`src/rtl/alu_sequencer.sv`:
```
// alu_sequencer: operands and an opcode are loaded from switches by
// pressing buttons, then the operation is executed and registered.
//
// Ports:
//   clock      - system clock, all state on rising edge
//   reset      - asynchronous active-low reset
//   i_SWs      - switch data (operand, or opcode in [5:0])
//   i_buttons  - raw buttons: [2]=load A, [1]=load B, [0]=load OP
//   o_led      - registered result
//   o_flags    - registered {negative, overflow, carry, zero}
//   o_valid    - one-cycle pulse when o_led/o_flags update
//   o_err      - sticky invalid-opcode indication (cleared by an A load)
//   o_state    - FSM state: WAIT_A=0, WAIT_B=1, WAIT_OP=2, EXEC=3
//
// Optional feature: define BTN_DEBOUNCE_EN to debounce the synchronized
// buttons for DEB_CYCLES cycles in each direction before a press counts.
module alu_sequencer #(
  parameter int N_BITS     = 8,
  parameter int DEB_CYCLES = 16
) (
  input  logic              clock,
  input  logic              reset,
  input  logic [N_BITS-1:0] i_SWs,
  input  logic [2:0]        i_buttons,
  output logic [N_BITS-1:0] o_led,
  output logic [3:0]        o_flags,
  output logic              o_valid,
  output logic              o_err,
  output logic [1:0]        o_state
);

  localparam logic [1:0] S_WA = 2'd0, S_WB = 2'd1, S_WOP = 2'd2, S_EXEC = 2'd3;
  localparam logic [5:0] OP_ADD = 6'b100000, OP_SUB = 6'b100010,
                         OP_AND = 6'b100100, OP_OR  = 6'b100101,
                         OP_XOR = 6'b100110, OP_NOR = 6'b100111,
                         OP_SRL = 6'b000010, OP_SRA = 6'b000011;
  localparam int          MSB  = N_BITS - 1;
  localparam logic [N_BITS-1:0] LP_W = N_BITS'(N_BITS);

  logic [2:0]        r_sync1, r_sync2;
  logic [2:0]        w_ev;
  logic [1:0]        r_state, w_next;
  logic [N_BITS-1:0] r_a, r_b, r_led;
  logic [5:0]        r_op;
  logic [3:0]        r_flags;
  logic              r_valid, r_err;

  // Two-flop synchronizer
  always_ff @(posedge clock or negedge reset) begin
    if (!reset) begin
      r_sync1 <= '0;
      r_sync2 <= '0;
    end else begin
      r_sync1 <= i_buttons;
      r_sync2 <= r_sync1;
    end
  end

`ifdef BTN_DEBOUNCE_EN
  localparam int CW = $clog2(DEB_CYCLES + 1);
  logic [CW-1:0] r_cnt [3];
  logic [2:0]    r_stable, r_deb_ev;

  // Stable level flips only after DEB_CYCLES consecutive disagreeing
  // samples; a flip to 1 is the press event.
  always_ff @(posedge clock or negedge reset) begin
    if (!reset) begin
      r_stable <= '0;
      r_deb_ev <= '0;
      for (int i = 0; i < 3; i++) r_cnt[i] <= '0;
    end else begin
      for (int i = 0; i < 3; i++) begin
        r_deb_ev[i] <= 1'b0;
        if (r_sync2[i] != r_stable[i]) begin
          if (r_cnt[i] == CW'(DEB_CYCLES - 1)) begin
            r_stable[i] <= r_sync2[i];
            r_deb_ev[i] <= r_sync2[i];
            r_cnt[i]    <= '0;
          end else begin
            r_cnt[i] <= r_cnt[i] + 1'b1;
          end
        end else begin
          r_cnt[i] <= '0;
        end
      end
    end
  end
  assign w_ev = r_deb_ev;
`else
  logic [2:0] r_prev;
  always_ff @(posedge clock or negedge reset) begin
    if (!reset) r_prev <= '0;
    else        r_prev <= r_sync2;
  end
  assign w_ev = r_sync2 & ~r_prev;
`endif

  // Simultaneous presses are discarded entirely
  logic w_one, w_a, w_b, w_opev, w_op_ok;
  assign w_one  = $onehot(w_ev);
  assign w_a    = w_one & w_ev[2];
  assign w_b    = w_one & w_ev[1];
  assign w_opev = w_one & w_ev[0];

  always_comb begin
    case (i_SWs[5:0])
      OP_ADD, OP_SUB, OP_AND, OP_OR, OP_XOR, OP_NOR, OP_SRL, OP_SRA: w_op_ok = 1'b1;
      default: w_op_ok = 1'b0;
    endcase
  end

  // FSM: state register
  always_ff @(posedge clock or negedge reset) begin
    if (!reset) r_state <= S_WA;
    else        r_state <= w_next;
  end

  // FSM: next state
  always_comb begin
    w_next = r_state;
    case (r_state)
      S_WA:    if (w_a) w_next = S_WB;
      S_WB:    if (w_b) w_next = S_WOP;
      S_WOP:   if (w_a) w_next = S_WB;
               else if (w_opev && w_op_ok) w_next = S_EXEC;
      default: w_next = S_WA;
    endcase
  end

  // FSM: outputs (datapath controls)
  logic w_load_a, w_load_b, w_load_op, w_set_err, w_exec;
  always_comb begin
    w_load_a  = w_a && (r_state != S_EXEC);
    w_load_b  = w_b && (r_state == S_WB);
    w_load_op = w_opev && (r_state == S_WOP) && w_op_ok;
    w_set_err = w_opev && (r_state == S_WOP) && !w_op_ok;
    w_exec    = (r_state == S_EXEC);
  end

  // ALU
  logic [N_BITS:0]   w_sum, w_diff;
  logic [N_BITS-1:0] w_res;
  logic              w_c, w_v;
  assign w_sum  = {1'b0, r_a} + {1'b0, r_b};
  assign w_diff = {1'b0, r_a} - {1'b0, r_b};   // top bit is the borrow

  always_comb begin
    w_res = '0;
    w_c   = 1'b0;
    w_v   = 1'b0;
    case (r_op)
      OP_ADD: begin
        w_res = w_sum[N_BITS-1:0];
        w_c   = w_sum[N_BITS];
        w_v   = (r_a[MSB] == r_b[MSB]) && (w_res[MSB] != r_a[MSB]);
      end
      OP_SUB: begin
        w_res = w_diff[N_BITS-1:0];
        w_c   = w_diff[N_BITS];
        w_v   = (r_a[MSB] != r_b[MSB]) && (w_res[MSB] != r_a[MSB]);
      end
      OP_AND: w_res = r_a & r_b;
      OP_OR:  w_res = r_a | r_b;
      OP_XOR: w_res = r_a ^ r_b;
      OP_NOR: w_res = ~(r_a | r_b);
      OP_SRL: w_res = (r_b >= LP_W) ? '0 : (r_a >> r_b);
      OP_SRA: w_res = (r_b >= LP_W) ? {N_BITS{r_a[MSB]}}
                                    : N_BITS'($signed(r_a) >>> r_b);
      default: w_res = '0;
    endcase
  end

  // Datapath registers
  always_ff @(posedge clock or negedge reset) begin
    if (!reset) begin
      r_a     <= '0;
      r_b     <= '0;
      r_op    <= '0;
      r_led   <= '0;
      r_flags <= '0;
      r_valid <= 1'b0;
      r_err   <= 1'b0;
    end else begin
      r_valid <= w_exec;
      if (w_load_a)  r_a  <= i_SWs;
      if (w_load_b)  r_b  <= i_SWs;
      if (w_load_op) r_op <= i_SWs[5:0];
      if (w_load_a)       r_err <= 1'b0;
      else if (w_set_err) r_err <= 1'b1;
      if (w_exec) begin
        r_led   <= w_res;
        r_flags <= {w_res[MSB], w_v, w_c, (w_res == '0)};
      end
    end
  end

  assign o_led   = r_led;
  assign o_flags = r_flags;
  assign o_valid = r_valid;
  assign o_err   = r_err;
  assign o_state = r_state;

endmodule

```
`config.mk`:
```
export PLATFORM = sky130hd
export DESIGN_NAME = alu_sequencer
export DESIGN_NICKNAME = d
export VERILOG_FILES = /design/src/rtl/alu_sequencer.sv
export SDC_FILE = /design/constraint.sdc
export NUM_CORES = 1
export LEC_CHECK = 0
export CAP_MARGIN = 40
export CORE_ASPECT_RATIO = 1.75
export CORE_UTILIZATION = 34
export DETAILED_ROUTE_END_ITERATION = 7
export HOLD_SLACK_MARGIN = 0.06
export SYNTH_ARGS = -nofsm -noshare
export SYNTH_HDL_FRONTEND = slang
export SYNTH_SLANG_ARGS = --single-unit
```
`constraint.sdc`:
```
create_clock -name clock -period 3.5 [get_ports clock]
set_input_delay 0.525 -clock clock [delete_from_list [all_inputs] [get_ports clock]]
set_output_delay 0.525 -clock clock [all_outputs]
set_load 0.01 [all_outputs]
```
==> flow_metrics.tcl <==
set metrics [dict create \
    slew_headroom 0.546 \
    syn_nets 423 \
    crit_path_cell_trace "inv_2 -> ha_1 -> o21bai_1 -> a21oi_1 -> o311ai_0 -> o21ai_0 -> xnor2_1 -> o221ai_1 -> mux2_2" \
    cpMaxStageDelayCell "dfrtp_1" \
    hold_slack_ns 0.152 \
    antenna_found_initial 0 \
    synthCells 381 \
    io_buffer_count 28 \
    drc 0 \
    rsz0062_at_grt "false" \
    post_dp_cell_area_um2 3860 \
    drv_cap 0 \
    final_common_cell "nand2_1" \
    dieArea_um2 10500 \
    synth_edf_count 0 \
    die_x_um 78.0 \
    layout.nets 450 \
    p_clk_frac 0.157 \
    setup_ws_ns 0.541 \
    start_kind "flop" \
    syn_area_um2 3430 \
    clock_sinks 46 \
    stdcell_area_um2 4010 \
    cpLargestDelayFamily "compound AO/OA/AOI/OAI gates" \
    p_leak_nw 1.68 \
    worst-setup-path-type "reg2reg" \
    area_delta_synth_final_pct 16.9 \
    insertion_delay_ns 0.30 \
    die_h_um 135 \
    firstDrtPassIters 4 \
    max-clock-path-buffers 2 \
    grt_pass1_vias 3084 \
    synth_top_flop_cell "dfrtp_1" \
    grt_overflow 0 \
    p_comb_frac 0.577 \
    postSynthAreaPerCell_um2 9.01 \
    via_per_inst 5.62 \
    vias 3001 \
    post_drt_wl_per_cell_um 17.4 \
    finalHoldViolations 0 \
    n_antenna_cell 0 \
    finalSetupTns_ns 0 \
    fin_cells 534 \
    cp_num_buf_inv 1 \
    worstHoldPathType "in2async" \
    fin_util 0.407 \
    power.share.sequential 0.266 \
    cp_max_fo 13 \
    synth_cell_type_count 61 \
    fmax_mhz 338 \
    core_area_um2 9850 \
    drive_above_1_share 0.122 \
    post-cts-setup-buffers 0 \
    async_flop_share 1.00 \
    dp_hpwl_mm 7.32 \
    htree_num_levels 2 \
    tightest_slew_ns 0.672 \
    pre_cts_ws_ns 0.595 \
    power_density_nw_per_um2 800 \
    end_kind "flop" \
    yosysSeqAreaShare 0.335 \
    worst_clock_skew_ns 0.00728 \
    worstPathArrival_ns 3.15 \
    p_total_mw 3.21 \
    postCtsHoldBufs 0 \
    power_switching_mw 1.48 \
    dp.cells 526 \
    wirelength_mm 9.27 \
    ir_worst_vdd_uv 412 \
    postRouteAntennaNets 0 \
    ios 29 \
    post_cts_resized 0 \
    gp_congestion 0.953 \
    setup_viol 0 \
    cts.clk_slew.worst_paths_ns 0.07 \
    ys_ff_latch 46 \
    switching_share 0.461 \
    drv_slew 0 \
    crit_path_max_incr_delay_ns 0.68 \
    cts_made_buffers 5 \
    yosys_warnings 0 \
    start_util 0.348 \
    drtIter0Drc 191 \
    status "finished, final reports clean" \
    layout.cells.most_common_list "48 x nand2_1, 46 x dfrtp_1, 27 x clkdlybuf4s50_1" \
    grt_util_all_layers 0.192 \
    final.min_clock_period_ns 2.96 \
    required_ns 3.69 \
    grt_pass1_wl_mm 15.4 \
    p_int_mw 1.73 \
    final.period_utilization 0.846 \
    num_rows 48 \
    grt_max_degree 31 \
    tritoncts "yes" \
    root_buffer "clkbuf_16" \
]
## path summary, 6_finish.rpt
check,slack [ns],from,endpoint,depth (start not counted)
min,0.15,reset,r_b[7]$_DFFE_PN0P_,1
max,0.54,r_b[1]$_DFFE_PN0P_,o_led[7]$_DFFE_PN0P_,9
min reg2reg,0.35,r_sync1[0]$_DFF_PN0_,r_sync2[0]$_DFF_PN0_,0
max reg2reg,0.54,r_b[1]$_DFFE_PN0P_,o_led[7]$_DFFE_PN0P_,9
min in group clock,0.35,r_sync1[0]$_DFF_PN0_,r_sync2[0]$_DFF_PN0_,0
max in group asynchronous,2.86,reset,r_op[4]$_DFFE_PN0P_,2
## state kept, by name, summed over array words and instances (netlist names)
name	cells
r_sync2	3
o_valid	1
r_b	8
r_a	8
o_err	1
r_prev	3
o_state	2
o_flags	3
o_led	8
r_op	6
r_sync1	3
## cell type report
type	count	area, um2
multi-input combinational	292	2110
timing repair buffer	35	340
inverter	28	105
clock inverter	3	27.5
tap	125	156
fill	1009	5840
clock buffer	5	125
sequential	46	1150
## cells in the mapped netlist (6+ instances only)
cell type   n  area [um2]
nand2b_1    8        50.1
a21oi_1    17        85.1
o21ai_0    21         105
nor2_1     26        97.6
dfrtp_1    46        1150
nor3_1      9        45.0
buf_2       7        35.0
mux2i_1    11         110
xnor2_1     7        61.3
mux2_2     23         259
inv_1      24        90.1
nand2_1    48         180
a211oi_1    6        45.0
o211ai_1   11        82.6
nand3_1     7        35.0
ha_1       26         325
## metal layers
layer	up-vias	track usage	part of all wire	wire length, um
met5	-	0	0	0
met4	0	0.124	0.057	526
met3	36	0.0270	0.039	366
met2	106	0.358	0.55	5070
met1	1438	0.195	0.36	3310
li1	1421	-	-	-
## power groups by stage
stage	clock, mW	combinational, mW	sequential [mW]
after floorplan	0	1.37	0.815
after global placement	0	1.81	0.856
after detailed placement	0	1.83	0.863
after CTS	0.514	1.84	0.853
after global routing	0.537	2.07	0.880
final	0.505	1.85	0.852
## cell families after synthesis
family | share of synthesized area
simple gates | 0.179
flops | 0.335
compound gates | 0.188
buf+inv | 0.0507
mux | 0.114
fa+ha+maj | 0.112
xor+xnor | 0.0204
## worst register-to-register path, cell delays in order (launching register included)
cell	delay, ns
dfrtp_1	0.68
inv_2	0.23
ha_1	0.36
o21bai_1	0.14
a21oi_1	0.17
o311ai_0	0.37
o21ai_0	0.24
xnor2_1	0.19
o221ai_1	0.17
mux2_2	0.30
Power figures use the tool's default switching activity.
